File: config.mk
export PLATFORM = sky130hd
export DESIGN_NAME = alu_datapath_flat
export DESIGN_NICKNAME = d
export VERILOG_FILES = /design/src/rtl/alu_datapath_if.sv /design/src/rtl/alu_datapath.sv /design/src/flat_wrapper.sv
export SDC_FILE = /design/constraint.sdc
export NUM_CORES = 1
export LEC_CHECK = 0
export ABC_AREA = 1
export BUFFER_PORTS_ARGS = -buffer_cell sky130_fd_sc_hd__buf_2
export CORE_ASPECT_RATIO = 1.4
export CORE_UTILIZATION = 30
export DETAILED_ROUTE_END_ITERATION = 8
export SYNTH_ARGS = -nofsm -noshare
export SYNTH_HDL_FRONTEND = slang
export SYNTH_SLANG_ARGS = --single-unit
File: constraint.sdc
create_clock -name clk -period 8.5 [get_ports clk]
set_input_delay 1.7 -clock clk [delete_from_list [all_inputs] [get_ports clk]]
set_output_delay 1.7 -clock clk [all_outputs]
set_load 0.005 [all_outputs]
File: src/rtl/alu_datapath_if.sv
// Operand/decode request and registered-result bundle for alu_datapath.
// Optional flag signals appear only when ALU_DATAPATH_FLAGS_EN is defined.
interface alu_datapath_if #(parameter int WIDTH = 64);
    logic             in_valid;
    logic [1:0]       alu_op;
    logic [10:0]      opcode;
    logic [WIDTH-1:0] a;
    logic [WIDTH-1:0] b;
    logic [WIDTH-1:0] pc;
    logic [WIDTH-1:0] imm;

    logic             out_valid;
    logic [3:0]       alu_ctl;
    logic [WIDTH-1:0] result;
    logic             zero;
    logic [WIDTH-1:0] pc_plus4;
    logic [WIDTH-1:0] branch_target;
`ifdef ALU_DATAPATH_FLAGS_EN
    logic             negative;
    logic             carry;
    logic             overflow;
`endif

    modport master (
        output in_valid, alu_op, opcode, a, b, pc, imm,
        input  out_valid, alu_ctl, result, zero, pc_plus4, branch_target
`ifdef ALU_DATAPATH_FLAGS_EN
        , input negative, carry, overflow
`endif
    );

    modport slave (
        input  in_valid, alu_op, opcode, a, b, pc, imm,
        output out_valid, alu_ctl, result, zero, pc_plus4, branch_target
`ifdef ALU_DATAPATH_FLAGS_EN
        , output negative, carry, overflow
`endif
    );
endinterface

File: src/rtl/alu_datapath.sv
// Single-stage ALU datapath: ALU-control decode, ALU, pc+4 and branch adders, one output register stage.
// Define ALU_DATAPATH_FLAGS_EN to add registered negative/carry/overflow flags.
module alu_datapath #(
    parameter int WIDTH = 64
) (
    input  logic         clk,
    input  logic         reset,
    alu_datapath_if.slave bus
);
    localparam logic [3:0]  CTL_AND   = 4'b0000;
    localparam logic [3:0]  CTL_ORR   = 4'b0001;
    localparam logic [3:0]  CTL_ADD   = 4'b0010;
    localparam logic [3:0]  CTL_SUB   = 4'b0110;
    localparam logic [3:0]  CTL_PASSB = 4'b0111;
    localparam logic [3:0]  CTL_NOR   = 4'b1100;

    localparam logic [10:0] OPC_ADD = 11'b10001011000;
    localparam logic [10:0] OPC_SUB = 11'b11001011000;
    localparam logic [10:0] OPC_AND = 11'b10001010000;
    localparam logic [10:0] OPC_ORR = 11'b10101010000;

    localparam int MSB = WIDTH - 1;

    logic [3:0]       alu_ctl_next, alu_ctl_reg;
    logic [WIDTH-1:0] add_res, sub_res;
    logic [WIDTH-1:0] result_next, result_reg;
    logic             zero_next, zero_reg;
    logic [WIDTH-1:0] pc_plus4_next, pc_plus4_reg;
    logic [WIDTH-1:0] branch_target_next, branch_target_reg;
    logic             out_valid_reg;

    always_comb begin
        alu_ctl_next = CTL_ADD;
        case (bus.alu_op)
            2'b01: alu_ctl_next = CTL_PASSB;
            2'b10: begin
                case (bus.opcode)
                    OPC_SUB: alu_ctl_next = CTL_SUB;
                    OPC_AND: alu_ctl_next = CTL_AND;
                    OPC_ORR: alu_ctl_next = CTL_ORR;
                    default: alu_ctl_next = CTL_ADD;   // includes OPC_ADD
                endcase
            end
            default: alu_ctl_next = CTL_ADD;           // memory class and reserved
        endcase
    end

    assign add_res = bus.a + bus.b;
    assign sub_res = bus.a - bus.b;

    always_comb begin
        result_next = '0;
        case (alu_ctl_next)
            CTL_AND:   result_next = bus.a & bus.b;
            CTL_ORR:   result_next = bus.a | bus.b;
            CTL_ADD:   result_next = add_res;
            CTL_SUB:   result_next = sub_res;
            CTL_PASSB: result_next = bus.b;
            CTL_NOR:   result_next = ~(bus.a | bus.b);
            default:   result_next = '0;
        endcase
    end

    assign zero_next          = ~|result_next;
    assign pc_plus4_next      = bus.pc + WIDTH'(4);
    assign branch_target_next = bus.pc + (bus.imm << 2);

`ifdef ALU_DATAPATH_FLAGS_EN
    logic negative_next, carry_next, overflow_next;
    logic negative_reg, carry_reg, overflow_reg;

    // Carry of a subtract is the not-borrow, i.e. a >= b unsigned.
    always_comb begin
        carry_next    = 1'b0;
        overflow_next = 1'b0;
        case (alu_ctl_next)
            CTL_ADD: begin
                carry_next    = add_res < bus.a;
                overflow_next = (bus.a[MSB] == bus.b[MSB]) && (add_res[MSB] != bus.a[MSB]);
            end
            CTL_SUB: begin
                carry_next    = bus.a >= bus.b;
                overflow_next = (bus.a[MSB] != bus.b[MSB]) && (sub_res[MSB] != bus.a[MSB]);
            end
            default: ;
        endcase
    end

    assign negative_next = result_next[MSB];
`endif

    always_ff @(posedge clk or posedge reset) begin
        if (reset) begin
            out_valid_reg     <= 1'b0;
            alu_ctl_reg       <= '0;
            result_reg        <= '0;
            zero_reg          <= 1'b0;
            pc_plus4_reg      <= '0;
            branch_target_reg <= '0;
`ifdef ALU_DATAPATH_FLAGS_EN
            negative_reg      <= 1'b0;
            carry_reg         <= 1'b0;
            overflow_reg      <= 1'b0;
`endif
        end else begin
            out_valid_reg <= bus.in_valid;
            if (bus.in_valid) begin
                alu_ctl_reg       <= alu_ctl_next;
                result_reg        <= result_next;
                zero_reg          <= zero_next;
                pc_plus4_reg      <= pc_plus4_next;
                branch_target_reg <= branch_target_next;
`ifdef ALU_DATAPATH_FLAGS_EN
                negative_reg      <= negative_next;
                carry_reg         <= carry_next;
                overflow_reg      <= overflow_next;
`endif
            end
        end
    end

    assign bus.out_valid     = out_valid_reg;
    assign bus.alu_ctl       = alu_ctl_reg;
    assign bus.result        = result_reg;
    assign bus.zero          = zero_reg;
    assign bus.pc_plus4      = pc_plus4_reg;
    assign bus.branch_target = branch_target_reg;
`ifdef ALU_DATAPATH_FLAGS_EN
    assign bus.negative      = negative_reg;
    assign bus.carry         = carry_reg;
    assign bus.overflow      = overflow_reg;
`endif
endmodule

File: src/flat_wrapper.sv
// flat-port wrapper written by rule: the top's interface ports become plain ports
module alu_datapath_flat 
#(
    parameter int WIDTH = 64
)
  (clk, reset, bus_in_valid, bus_alu_op, bus_opcode, bus_a, bus_b, bus_pc, bus_imm, bus_out_valid, bus_alu_ctl, bus_result, bus_zero, bus_pc_plus4, bus_branch_target);
  alu_datapath_if #(.WIDTH(WIDTH)) bus_i ();
  input  logic clk;
  input  logic reset;
  input wire logic [$bits(bus_i.in_valid)-1:0] bus_in_valid;
  input wire logic [$bits(bus_i.alu_op)-1:0] bus_alu_op;
  input wire logic [$bits(bus_i.opcode)-1:0] bus_opcode;
  input wire logic [$bits(bus_i.a)-1:0] bus_a;
  input wire logic [$bits(bus_i.b)-1:0] bus_b;
  input wire logic [$bits(bus_i.pc)-1:0] bus_pc;
  input wire logic [$bits(bus_i.imm)-1:0] bus_imm;
  output wire logic [$bits(bus_i.out_valid)-1:0] bus_out_valid;
  output wire logic [$bits(bus_i.alu_ctl)-1:0] bus_alu_ctl;
  output wire logic [$bits(bus_i.result)-1:0] bus_result;
  output wire logic [$bits(bus_i.zero)-1:0] bus_zero;
  output wire logic [$bits(bus_i.pc_plus4)-1:0] bus_pc_plus4;
  output wire logic [$bits(bus_i.branch_target)-1:0] bus_branch_target;
  assign bus_i.in_valid = bus_in_valid;
  assign bus_i.alu_op = bus_alu_op;
  assign bus_i.opcode = bus_opcode;
  assign bus_i.a = bus_a;
  assign bus_i.b = bus_b;
  assign bus_i.pc = bus_pc;
  assign bus_i.imm = bus_imm;
  assign bus_out_valid = bus_i.out_valid;
  assign bus_alu_ctl = bus_i.alu_ctl;
  assign bus_result = bus_i.result;
  assign bus_zero = bus_i.zero;
  assign bus_pc_plus4 = bus_i.pc_plus4;
  assign bus_branch_target = bus_i.branch_target;
  alu_datapath #(.WIDTH(WIDTH)) u_core (.clk(clk), .reset(reset), .bus(bus_i));
endmodule
Word-level counts from Yosys, hierarchy flattened. Index checks and enable logic that the tools add are counted.

Output and inout bits: 198. Register bits after elaboration: 198. Word-level logic and storage cells: 29. Input bits: 272.

Add/subtract/negate cells: 4. Reduce and logical (&&, ||, !) cells: 3. Eq/ne operators: 10. Bitwise operators: 3. Mux-type cells: 3.

Operator list (count): 64-bit case mux with 6 select lines (1); 64-bit adder (2); 64-bit by 3-bit adder with 64-bit output, second input constant (1); 64-bit AND (1); 64-bit inverter (1); 64-bit bitwise OR (1); 64-bit OR reduction (1); 64-bit subtractor (1); 11-bit equality test, second input constant (3); 3-bit case mux with 3 select lines (1); 4-bit by 3-bit equality test with 1-bit output, second input constant (2); 4-bit case mux with 2 select lines (1); 4-bit by 1-bit equality test with 1-bit output, second input constant (1); 4-bit by 2-bit equality test with 1-bit output, second input constant (1); 4-bit equality test, second input constant (1); 4-bit zero test (1); 2-bit by 1-bit equality test with 1-bit output, second input constant (1); 2-bit equality test, second input constant (1); 1-bit zero test (1).

Longest topological paths before layout. Gate-level depths: netlist of the first run.

Word-level depth: 7. Gate-level depth with buffers: 36.

Worst setup path before layout of the first run. Ideal clock, no wire load.

Path kind: input -> register. Start point: input bus_b[0]. End point: register u_core.zero_reg (netlist: u_core.bus.zero). Path buffers: 0. Arrival time: 5152 ps. Slack: 3282 ps. Required time: 8434 ps. Stages on the path: 32. Library setup time: 66 ps. Cell sequence: inv_1 -> ha_1 -> inv_1 -> nor3_2 -> nand3_1 -> nor3_2 -> nand3_2 -> nor2_4 -> nand3_2 -> nor2_4 -> nand3_2 -> nor2_4 -> inv_2 -> o21ai_2 -> o21ai_1 -> xor2_1 -> ha_1 -> nand2_1 -> inv_1 -> nand2_1 -> nor4_1 -> and2_1 -> nand2_1 -> nand2_1 -> nand2_1 -> nand3_1 -> nand2_1 -> nor2_1 -> nand3_1 -> nor3_1 -> nand2_1 -> nand2_1.

Cells in the longest elaborated chain, start to end: 5. Elaborated cells on any way between the ends: 8. Classes of those cells: add/sub: 2; mux: 1; bitwise: 3; reduce/logical: 2.

RTL lines: from (decl) (line flat_wrapper.sv:14) `input wire logic [$bits(bus_i.b)-1:0] bus_b;`; branches (longest 2 deep; another with 64-bit subtractor); 64-bit case mux with 6 select lines (*) (line alu_datapath.sv:53) `case (alu_ctl_next)`; 64-bit OR reduction (*) (line alu_datapath.sv:64) `assign zero_next = ~|result_next;`; 1-bit zero test (*) (line alu_datapath.sv:64); to (signal assigned) (line alu_datapath.sv:110) `zero_reg <= zero_next;`; to (decl) (line alu_datapath.sv:27) `logic zero_next, zero_reg;`.

Every way passes the cells marked *. A chain may end at the register's enable or synchronous reset.

Worst setup path in the final report of the first run.
Start point: input bus_opcode[9]. End point: register u_core.zero_reg (netlist: u_core.bus.zero).

Cells in the longest elaborated chain, start to end: 7. Elaborated cells on any way between the ends: 14. Classes of those cells: eq/ne: 8; mux: 3; reduce/logical: 3.

RTL lines: from (decl) (line flat_wrapper.sv:12) `input wire logic [$bits(bus_i.opcode)-1:0] bus_opcode;`; 11-bit equality test (line alu_datapath.sv:37) `case (bus.opcode)`; 3-bit case mux with 3 select lines (*) (line alu_datapath.sv:37); 4-bit case mux with 2 select lines (*) (line alu_datapath.sv:34) `case (bus.alu_op)`; 4-bit equality test, or another cell as far along (line alu_datapath.sv:53); 64-bit case mux with 6 select lines (*) (line alu_datapath.sv:53); 64-bit OR reduction (*) (line alu_datapath.sv:64); 1-bit zero test (*) (line alu_datapath.sv:64).

Mark *: on every way between the ends. The rest lies on a longest branch, timed or not.

==> results.json, run 1 <==
{
  "status": "completed",
  "p_per_area_nw_per_um2": 140,
  "peakVddDrop_uv": 136,
  "synth_cells": 3809,
  "wl_um": 104000,
  "synth-edff-count": 0,
  "crit_type": "input pin to register",
  "final_cells": 5205,
  "crit_slowest_cell": "nor3_1",
  "ctsResizeCount": 0,
  "hold_depth": 2,
  "p_total_mw": 3.68,
  "period_needed_ps": 6760,
  "drt_pre_antenna_iters": 5,
  "clk_pin_slew_ps": 80,
  "synth_top_cell_by_area": "dfrtp_1",
  "final_area_um2": 26300,
  "highest_layer": "met4",
  "cts_setup_buffers": 0,
  "dieArea_um2": 75600,
  "drive_gt1_share_pct": 14.4,
  "yosysMostFrequentCell": "nand2_1",
  "async_flop_share_pct": 100,
  "cp_common_cell": "nand2_1",
  "io_pins": 470,
  "maxSlewViolCount": 0,
  "fmax_ghz": 0.148,
  "hp-start": "u_core.bus.branch_target[39]",
  "synth.distinct_cells": 52,
  "final-setup-viol-count": 0,
  "worstRegToRegCells": 2,
  "synth_top_cells_by_count": "nand2_1 (1168), inv_1 (576), nor2_1 (480), a21oi_1 (212), dfrtp_1 (195)",
  "drc": 0,
  "wl_met2_um": 52800,
  "dpl.hpwl_um": 87600,
  "synth_top_area_share_pct": 21.8,
  "first_global_vias": 24900,
  "dieWidth_um": 233,
  "h-tree-depth": 4,
  "p_leak_nw": 14.2,
  "insertion_delay_ps": 500,
  "synth_area_um2": 22400,
  "num_vias": 26000,
  "synth.avg_cell_area_um2": 5.87,
  "final.setup.tns_ps": 0,
  "fp.dieH_um": 325,
  "grt_setup_unrepaired": "no",
  "synth_seq_area_share_pct": 21.8,
  "antenna_left": 0,
  "maxCapViolCount": 0,
  "synth-seq-cells": 195,
  "crit_path_max_fanout": 45,
  "grt_pass1_wl_um": 152000,
  "finalWeightedCongestion": 0.966,
  "synth_ff_type": "dfrtp_1",
  "dpl.cell_count": 5172,
  "cp-end-kind": "register",
  "drt_iter0_drc": 1812,
  "hold_viol": 0,
  "rrSetupSlack_ps": 7710,
  "track_usage_pct": 27.0,
  "synthTopCellsByArea": "dfrtp_1 (22%), nand2_1 (20%), inv_1 (9.7%), nor2_1 (8.1%), ha_1 (7.3%)",
  "period_share_pct": 79.5,
  "syn-num-nets": 4213,
  "place_area_um2": 25700,
  "min_to": "u_core.bus.branch_target[39]",
  "worst_path_largest_cell_delay_ps": 480,
  "drt-met1-wl_um": 41300,
  "floorplan.initialDensity_pct": 30.3,
  "clock-root-buffer": "clkbuf_16",
  "antenna_found_initial": 2,
  "critPathRequiredTime_ps": 8950,
  "fillers": 8483,
  "yosys_warnings": 0,
  "cts_buffers": 17,
  "wl_per_cell_um": 20.0,
  "cts.sinks": 195,
  "dr_wl_met3_um": 4290,
  "finalClockSkew_ps": 0,
  "final_util_pct": 35.6,
  "area_delta_synth_final_pct": 17.5,
  "rows": 118,
  "via_per_inst": 5.00,
  "critPathLaunchType": "input pin",
  "relSlewSlack_pct": 33.2,
  "num-nets-final": 4635,
  "cts_tree": "yes",
  "worst_hold_path_type": "register to register",
  "io_buffer_count": 466,
  "core-area_um2": 73800,
  "grt_max_degree": 132,
  "cp_data_arrival_time_ps": 7200,
  "grt_overflow": 0,
  "clockBufferDepth": 2,
  "reg2reg_from": "u_core.bus.branch_target[59]",
  "cts_hold_buffers": 0,
  "startpoint": "bus_opcode[9]",
  "tightest_slew_ps": 1000,
  "rr_endpoint": "u_core.bus.branch_target[59]"
}
per-stage QoR:
stage / worst slack (ps) / hold slack [ps]
2_1_floorplan: 1490 / 465
3_3_place_gp: 1140 / 452
3_5_place_dp: 1180 / 462
4_1_cts: 1720 / 482
5_1_grt: 1340 / 498
6_report: 1740 / 476
cell type report:
type	instances	area [um^2]	share of cell area, %
multi-input combinational	2936	14900	56.7
sequential	195	4880	18.6
timing repair buffer	479	2440	9.27
inverter	602	2270	8.65
tap	960	1200	4.57
clock buffer	20	447	1.70
clock inverter	11	130	0.495
antenna	2	5.00	0.0190
metal layers:
metal	vias to the layer above	track usage [%]
met1	12100	30.3
met3	196	2.85
li1	13000	-
met4	0	14.6
met5	-	0
met2	803	49.3
worst max-delay path, delay by kind of cell:
kind                       cells  cell delay (ps)
xor gates and xnor gates       1              160
buffers and inverters          3              420
AOI/OAI and AO/OA              2              520
and+or+nand+nor               21             4010
adders and majority gates      1              390
logic make-up (layout without fill, tap and decap cells):
family          after synthesis  count (layout)  share of synthesized area, %
buf+inv                     678            1112                          11.6
compound gates              572             572                          14.1
other cells                   1               3                        0.0168
xor+xnor                    131             131                          5.13
flops                       195             195                          21.8
fa+ha+maj                   132             132                          7.46
simple gates               2100            2100                          39.9
worst max path at each step:
stage / endpoint / slack, ps / cells past startpoint
5_1_grt: u_core.bus.zero / 1340 / 29
3_5_place_dp: u_core.bus.zero / 1180 / 28
6_report: u_core.bus.zero / 1740 / 28
4_1_cts: u_core.bus.zero / 1720 / 28
3_3_place_gp: u_core.bus.zero / 1140 / 28
2_1_floorplan: u_core.bus.alu_ctl[0] / 1490 / 1
cell usage in the layout, fill, tap and decap left out, types with 56 or more instances in the layout:
cell / instances
nand2_1: 1168
inv_1: 575
nor2_1: 479
buf_2: 465
a21oi_1: 211
dfrtp_1: 195
nand3_1: 190
o21ai_0: 162
ha_1: 130
a31oi_1: 88
xor2_1: 87
nand4_1: 56
power breakdown:
| part | total (mW) | switching, mW | internal [mW] |
|---|---|---|---|
| combinational | 1.65 | 1.10 | 0.556 |
| clock | 0.872 | 0.431 | 0.441 |
| sequential | 1.15 | 0.0841 | 1.07 |
Power figures use the tool's default switching activity.
==> run 2, diff against run 1 <==
==> constraint.sdc (replaced) <==
create_clock -name clk -period 6.1 [get_ports clk]
set_input_delay 1.22 -clock clk [delete_from_list [all_inputs] [get_ports clk]]
set_output_delay 1.22 -clock clk [all_outputs]
set_load 0.005 [all_outputs]
==> results.json, run 2 (synthesis gave the netlist of run 1 again) <==
{
  "status": "completed",
  "dieWidth_um": 233,
  "hold_viol": 0,
  "cts_buffers": 17,
  "clock-root-buffer": "clkbuf_16",
  "critPathRequiredTime_ps": 6560,
  "place_ws_ps": 132,
  "cp_data_arrival_time_ps": 5900,
  "p_per_area_nw_per_um2": 194,
  "antenna_left": 0,
  "setup_ws_ps": 665,
  "grt_overflow": 0,
  "tightest_slew_ps": 972,
  "drc": 0,
  "num_vias": 26600,
  "clk_pin_slew_ps": 90,
  "floorplan.initialDensity_pct": 30.3,
  "rows": 118,
  "ctsResizeCount": 0,
  "dieArea_um2": 75600,
  "final.setup.tns_ps": 0,
  "clockBufferDepth": 2,
  "period_needed_ps": 5440,
  "h-tree-depth": 4,
  "finalClockSkew_ps": 0,
  "cts.sinks": 195,
  "drt_pre_antenna_iters": 5,
  "cts_hold_buffers": 0,
  "critPathLaunchType": "input pin",
  "peakVddDrop_uv": 223,
  "track_usage_pct": 27.4,
  "final_common_cell": "nand2_1",
  "fmax_ghz": 0.184,
  "maxCapViolCount": 0,
  "crit_type": "input pin to register",
  "grt_setup_unrepaired": "no",
  "antenna_found_initial": 2,
  "final-setup-viol-count": 0,
  "crit_path_max_fanout": 5,
  "rrSetupSlack_ps": 5320,
  "wl_per_cell_um": 19.7,
  "hp-start": "u_core.bus.result[1]",
  "worst_hold_path_type": "register to register",
  "via_per_inst": 4.97,
  "core-area_um2": 73800,
  "grt_pass1_wl_um": 154000,
  "hold_depth": 2,
  "area_delta_synth_final_pct": 22.4,
  "worst_path_largest_cell_delay_ps": 310,
  "wl_um": 106000,
  "cts_setup_buffers": 0,
  "cts_tree": "yes",
  "fp.dieH_um": 325,
  "first_global_vias": 25700,
  "rr_endpoint": "u_core.bus.branch_target[59]",
  "period_share_pct": 89.1,
  "cp_common_cell": "nand2_1",
  "cp-end-kind": "register",
  "insertion_delay_ps": 520,
  "min_to": "u_core.bus.result[1]",
  "io_buffer_count": 466,
  "io_pins": 470,
  "drive_gt1_share_pct": 17.2,
  "drt_iter0_drc": 1824,
  "p_leak_nw": 14.9,
  "dpl.hpwl_um": 89200,
  "finalWeightedCongestion": 1.00,
  "dpl.cell_count": 5313,
  "crit_slowest_cell": "ha_1",
  "grt_max_degree": 112,
  "final_cells": 5347,
  "num-nets-final": 4776,
  "maxSlewViolCount": 0,
  "relSlewSlack_pct": 35.1,
  "layout_common_cells": "nand2_1 (1168), inv_1 (575), nor2_1 (479), buf_2 (465), a21oi_1 (211)",
  "worstRegToRegCells": 2,
  "reg2reg_from": "u_core.bus.branch_target[59]"
}
==> run 2: area by class of cell <==
type	count	area (um^2)
Clock inverter	14	165
Tap cell	960	1200
Sequential cell	195	4880
Antenna cell	3	7.51
Clock buffer	17	425
Fill cell	8254	46500
Multi-Input combinational cell	2936	14900
Timing Repair Buffer	620	3520
Inverter	602	2270
==> run 2: through the flow <==
step                      hold WS (ps)  cell area (um^2)  utilization (%)  power, mW
final                              476             27400             37.1       5.32
after global routing               497             27400             37.1       5.65
after CTS                          480             27400             37.1       5.34
after detailed placement           460             26800             36.3       4.06
after global placement             452             26800             36.3       4.05
after floorplan                    465             22400                -       2.94
==> run 2: worst max path at each step <==
| stage | start | to | slack (ps) | cells past startpoint |
|---|---|---|---|---|
| floorplan | bus_b[0] | u_core.bus.zero | 1360 | 32 |
| global placement | bus_b[0] | u_core.bus.zero | 150 | 34 |
| finish | bus_b[0] | u_core.bus.zero | 660 | 33 |
| CTS | bus_b[0] | u_core.bus.zero | 670 | 34 |
| detailed placement | bus_b[0] | u_core.bus.zero | 130 | 34 |
| global route | bus_b[0] | u_core.bus.zero | 220 | 34 |
==> run 2: worst max-delay path, delay by kind of cell <==
family | cells | cell delay [ps]
buffers and inverters | 7 | 750
XOR/XNOR | 1 | 210
AO/OA/AOI/OAI | 3 | 650
adder cells (fa/ha/maj) | 2 | 460
AND/OR/NAND/NOR | 20 | 2610
==> run 2: layer usage <==
metal  share of wire (%)  global-route usage, %  up-vias
met1                  39                   30.1    12200
met4                 5.9                   16.0        0
met5                   0                      0        -
met3                 4.4                   3.15      216
li1                    -                      -    13300
met2                  51                   50.1      843
==> run 2: power by group <==
group	total (mW)	switching (mW)	internal, mW
combinational	2.45	1.56	0.888
clock	1.26	0.646	0.616
sequential	1.61	0.116	1.49
total	5.32	2.32	3.00
==> run 3, diff against run 2 <==
--- a/config.mk
+++ b/config.mk
@@ -5,11 +5,11 @@
 export SDC_FILE = /design/constraint.sdc
 export NUM_CORES = 1
 export LEC_CHECK = 0
-export ABC_AREA = 1
 export BUFFER_PORTS_ARGS = -buffer_cell sky130_fd_sc_hd__buf_2
 export CORE_ASPECT_RATIO = 1.4
 export CORE_UTILIZATION = 30
 export DETAILED_ROUTE_END_ITERATION = 8
+export HOLD_SLACK_MARGIN = 0.06
 export SYNTH_ARGS = -nofsm -noshare
 export SYNTH_HDL_FRONTEND = slang
 export SYNTH_SLANG_ARGS = --single-unit
==> results.json, run 3 <==
{
  "cts_buffers": 17,
  "dieWidth_um": 212,
  "grt_pass1_wl_um": 118000,
  "core-area_um2": 60900,
  "cts_hold_buffers": 0,
  "wl_um": 79800,
  "floorplan.initialDensity_pct": 30.4,
  "io_pins": 470,
  "area_delta_synth_final_pct": 39.4,
  "hold_depth": 1,
  "grt_overflow": 0,
  "relSlewSlack_pct": 28.8,
  "maxSlewViolCount": 0,
  "drt_pre_antenna_iters": 6,
  "cp-end-kind": "register",
  "final_area_um2": 25800,
  "worst_hold_path_type": "register to register",
  "antenna_left": 0,
  "p_per_area_nw_per_um2": 207,
  "rr_endpoint": "u_core.bus.branch_target[0]",
  "clk_pin_slew_ps": 80,
  "worst_path_largest_cell_delay_ps": 560,
  "antenna_found_initial": 14,
  "place_area_um2": 24800,
  "setup_ws_ps": -335,
  "status": "complete, but fails checks",
  "p_leak_nw": 11.9,
  "period_needed_ps": 6440,
  "synth_ff_type": "dfrtp_1",
  "io_buffer_count": 466,
  "worst-path-buf-inv": 6,
  "finalClockSkew_ps": 0,
  "clock-root-buffer": "clkbuf_16",
  "track_usage_pct": 24.9,
  "dieArea_um2": 62700,
  "fp.dieH_um": 296,
  "final_util_pct": 42.4,
  "synth-seq-cells": 195,
  "synth_area_um2": 18500,
  "first_global_vias": 20300,
  "finalWeightedCongestion": 0.979,
  "dpl.hpwl_um": 66100,
  "crit_slowest_cell": "or4_1",
  "grt_setup_unrepaired": "yes",
  "rrSetupSlack_ps": 5260,
  "insertion_delay_ps": 500,
  "h-tree-depth": 4,
  "synth_top_cells_by_count": "a21oi_1 (268), nor2_1 (249), dfrtp_1 (195), nand2_1 (166), ha_1 (130)",
  "synth.avg_cell_area_um2": 8.19,
  "reg2reg_from": "u_core.bus.branch_target[0]",
  "seq_area_um2": 4880,
  "async_flop_share_pct": 100,
  "peakVddDrop_uv": 185,
  "rows": 107,
  "wl_per_cell_um": 20.4,
  "crit_type": "input pin to register",
  "cts_tree": "yes",
  "synth_top_cell_by_area": "dfrtp_1",
  "worstRegToRegCells": 1,
  "via_per_inst": 5.28,
  "yosys_warnings": 0,
  "multi_input_area_um2": 13300,
  "num-nets-final": 3479,
  "clockBufferDepth": 2,
  "synth_cells": 2260,
  "maxCapViolCount": 0,
  "period_share_pct": 105,
  "violations": "negative setup slack",
  "yosysMostFrequentCell": "a21oi_1",
  "crit_path_max_fanout": 4,
  "synth_seq_area_share_pct": 26.4,
  "num_vias": 20700,
  "hold_viol": 0,
  "critPathLaunchType": "input pin",
  "syn-num-nets": 2664,
  "layout_common_cells": "buf_2 (465), buf_4 (436), a21oi_1 (256), nor2_1 (242), dfrtp_1 (195)",
  "critPathRequiredTime_ps": 6520,
  "drive_gt1_share_pct": 35.8,
  "fillers": 6380,
  "place_ws_ps": -1310,
  "drt_iter0_drc": 1168,
  "crit_family": "simple AND/OR/NAND/NOR gates",
  "cp_common_cell": "buf_4",
  "synthTopCellsByArea": "dfrtp_1 (26%), ha_1 (8.8%), a21oi_1 (7.2%), xor2_1 (5.5%), nor2_1 (5.0%)",
  "synth-edff-count": 0,
  "cts.sinks": 195,
  "fmax_ghz": 0.155,
  "tightest_slew_ps": 1070,
  "final.setup.tns_ps": -335,
  "cp_data_arrival_time_ps": 6850,
  "hp-start": "u_core.bus.result[60]",
  "min_to": "u_core.bus.result[60]",
  "drc": 0,
  "final_common_cell": "buf_2",
  "grt_max_degree": 107,
  "final-setup-viol-count": 1,
  "synth_top_area_share_pct": 26.4,
  "synth.distinct_cells": 92
}
[run 3: cell count changes after synthesis, sizes merged, moves of 66 or more]
cell   previous run  this run
a31oi            88        22
inv             598        46
nand3           198        58
nor2            511       249
o21ai           204       116
nand2          1183       166
mux2              0        66
[run 3: final cells by class]
type | count | share of cell area, %
Antenna cell | 7 | 0.0679
Tap cell | 817 | 3.96
Sequential cell | 195 | 18.9
Clock buffer | 20 | 1.69
Timing Repair Buffer | 911 | 22.3
Multi-Input combinational cell | 1903 | 51.7
Clock inverter | 12 | 0.650
Inverter | 47 | 0.698
[run 3: worst max path at each step]
stage	to	start	depth (start not counted)
after floorplan	u_core.bus.zero	bus_b[12]	23
after global placement	u_core.bus.zero	bus_b[12]	27
after detailed placement	u_core.bus.zero	bus_b[12]	27
after CTS	u_core.bus.zero	bus_b[12]	25
after global routing	u_core.bus.zero	bus_b[12]	27
final	u_core.bus.zero	bus_b[12]	26
[run 3: what timing repair did]
action,4_1_cts,5_1_grt
endpoints found under the setup margin,5,8
hold endpoints to repair,0,0
cloned,0,0
gates resized for setup,34,50
pin swaps,15,17
setup buffers,4,5
[run 3: cell families (layout without fill, tap and decap cells)]
| group | count (synthesis) | count (layout) | share of synthesized area [%] |
|---|---|---|---|
| compound gates | 714 | 714 | 25.1 |
| buf+inv | 162 | 990 | 3.60 |
| flops | 195 | 195 | 26.4 |
| xor+xnor | 217 | 217 | 10.3 |
| simple gates | 717 | 717 | 18.5 |
| fa+ha+maj | 182 | 182 | 11.7 |
| other cells | 1 | 8 | 0.0203 |
| mux | 72 | 72 | 4.34 |
[run 3: stage by stage]
step | total power, mW | hold WS, ps | std cells
after floorplan | 2.80 | 474 | 2260
after global placement | 4.04 | 461 | 3864
after detailed placement | 4.05 | 464 | 3864
after CTS | 5.38 | 483 | 3900
after global routing | 5.67 | 513 | 3912
final | 5.34 | 479 | 3912
[run 3: where the power goes]
part,switching [mW],internal [mW],total (mW)
registers,0.123,1.52,1.64
logic,1.28,1.15,2.44
clock network,0.605,0.655,1.26
total,2.01,3.33,5.34
[run 3: metal layers]
layer	share of wire (%)	vias to the layer above	GRT usage (%)
met2	53	645	47.6
met3	5.1	192	4.81
li1	-	10100	-
met4	5.9	12	14.6
met5	0.12	-	0
met1	36	9744	24.7
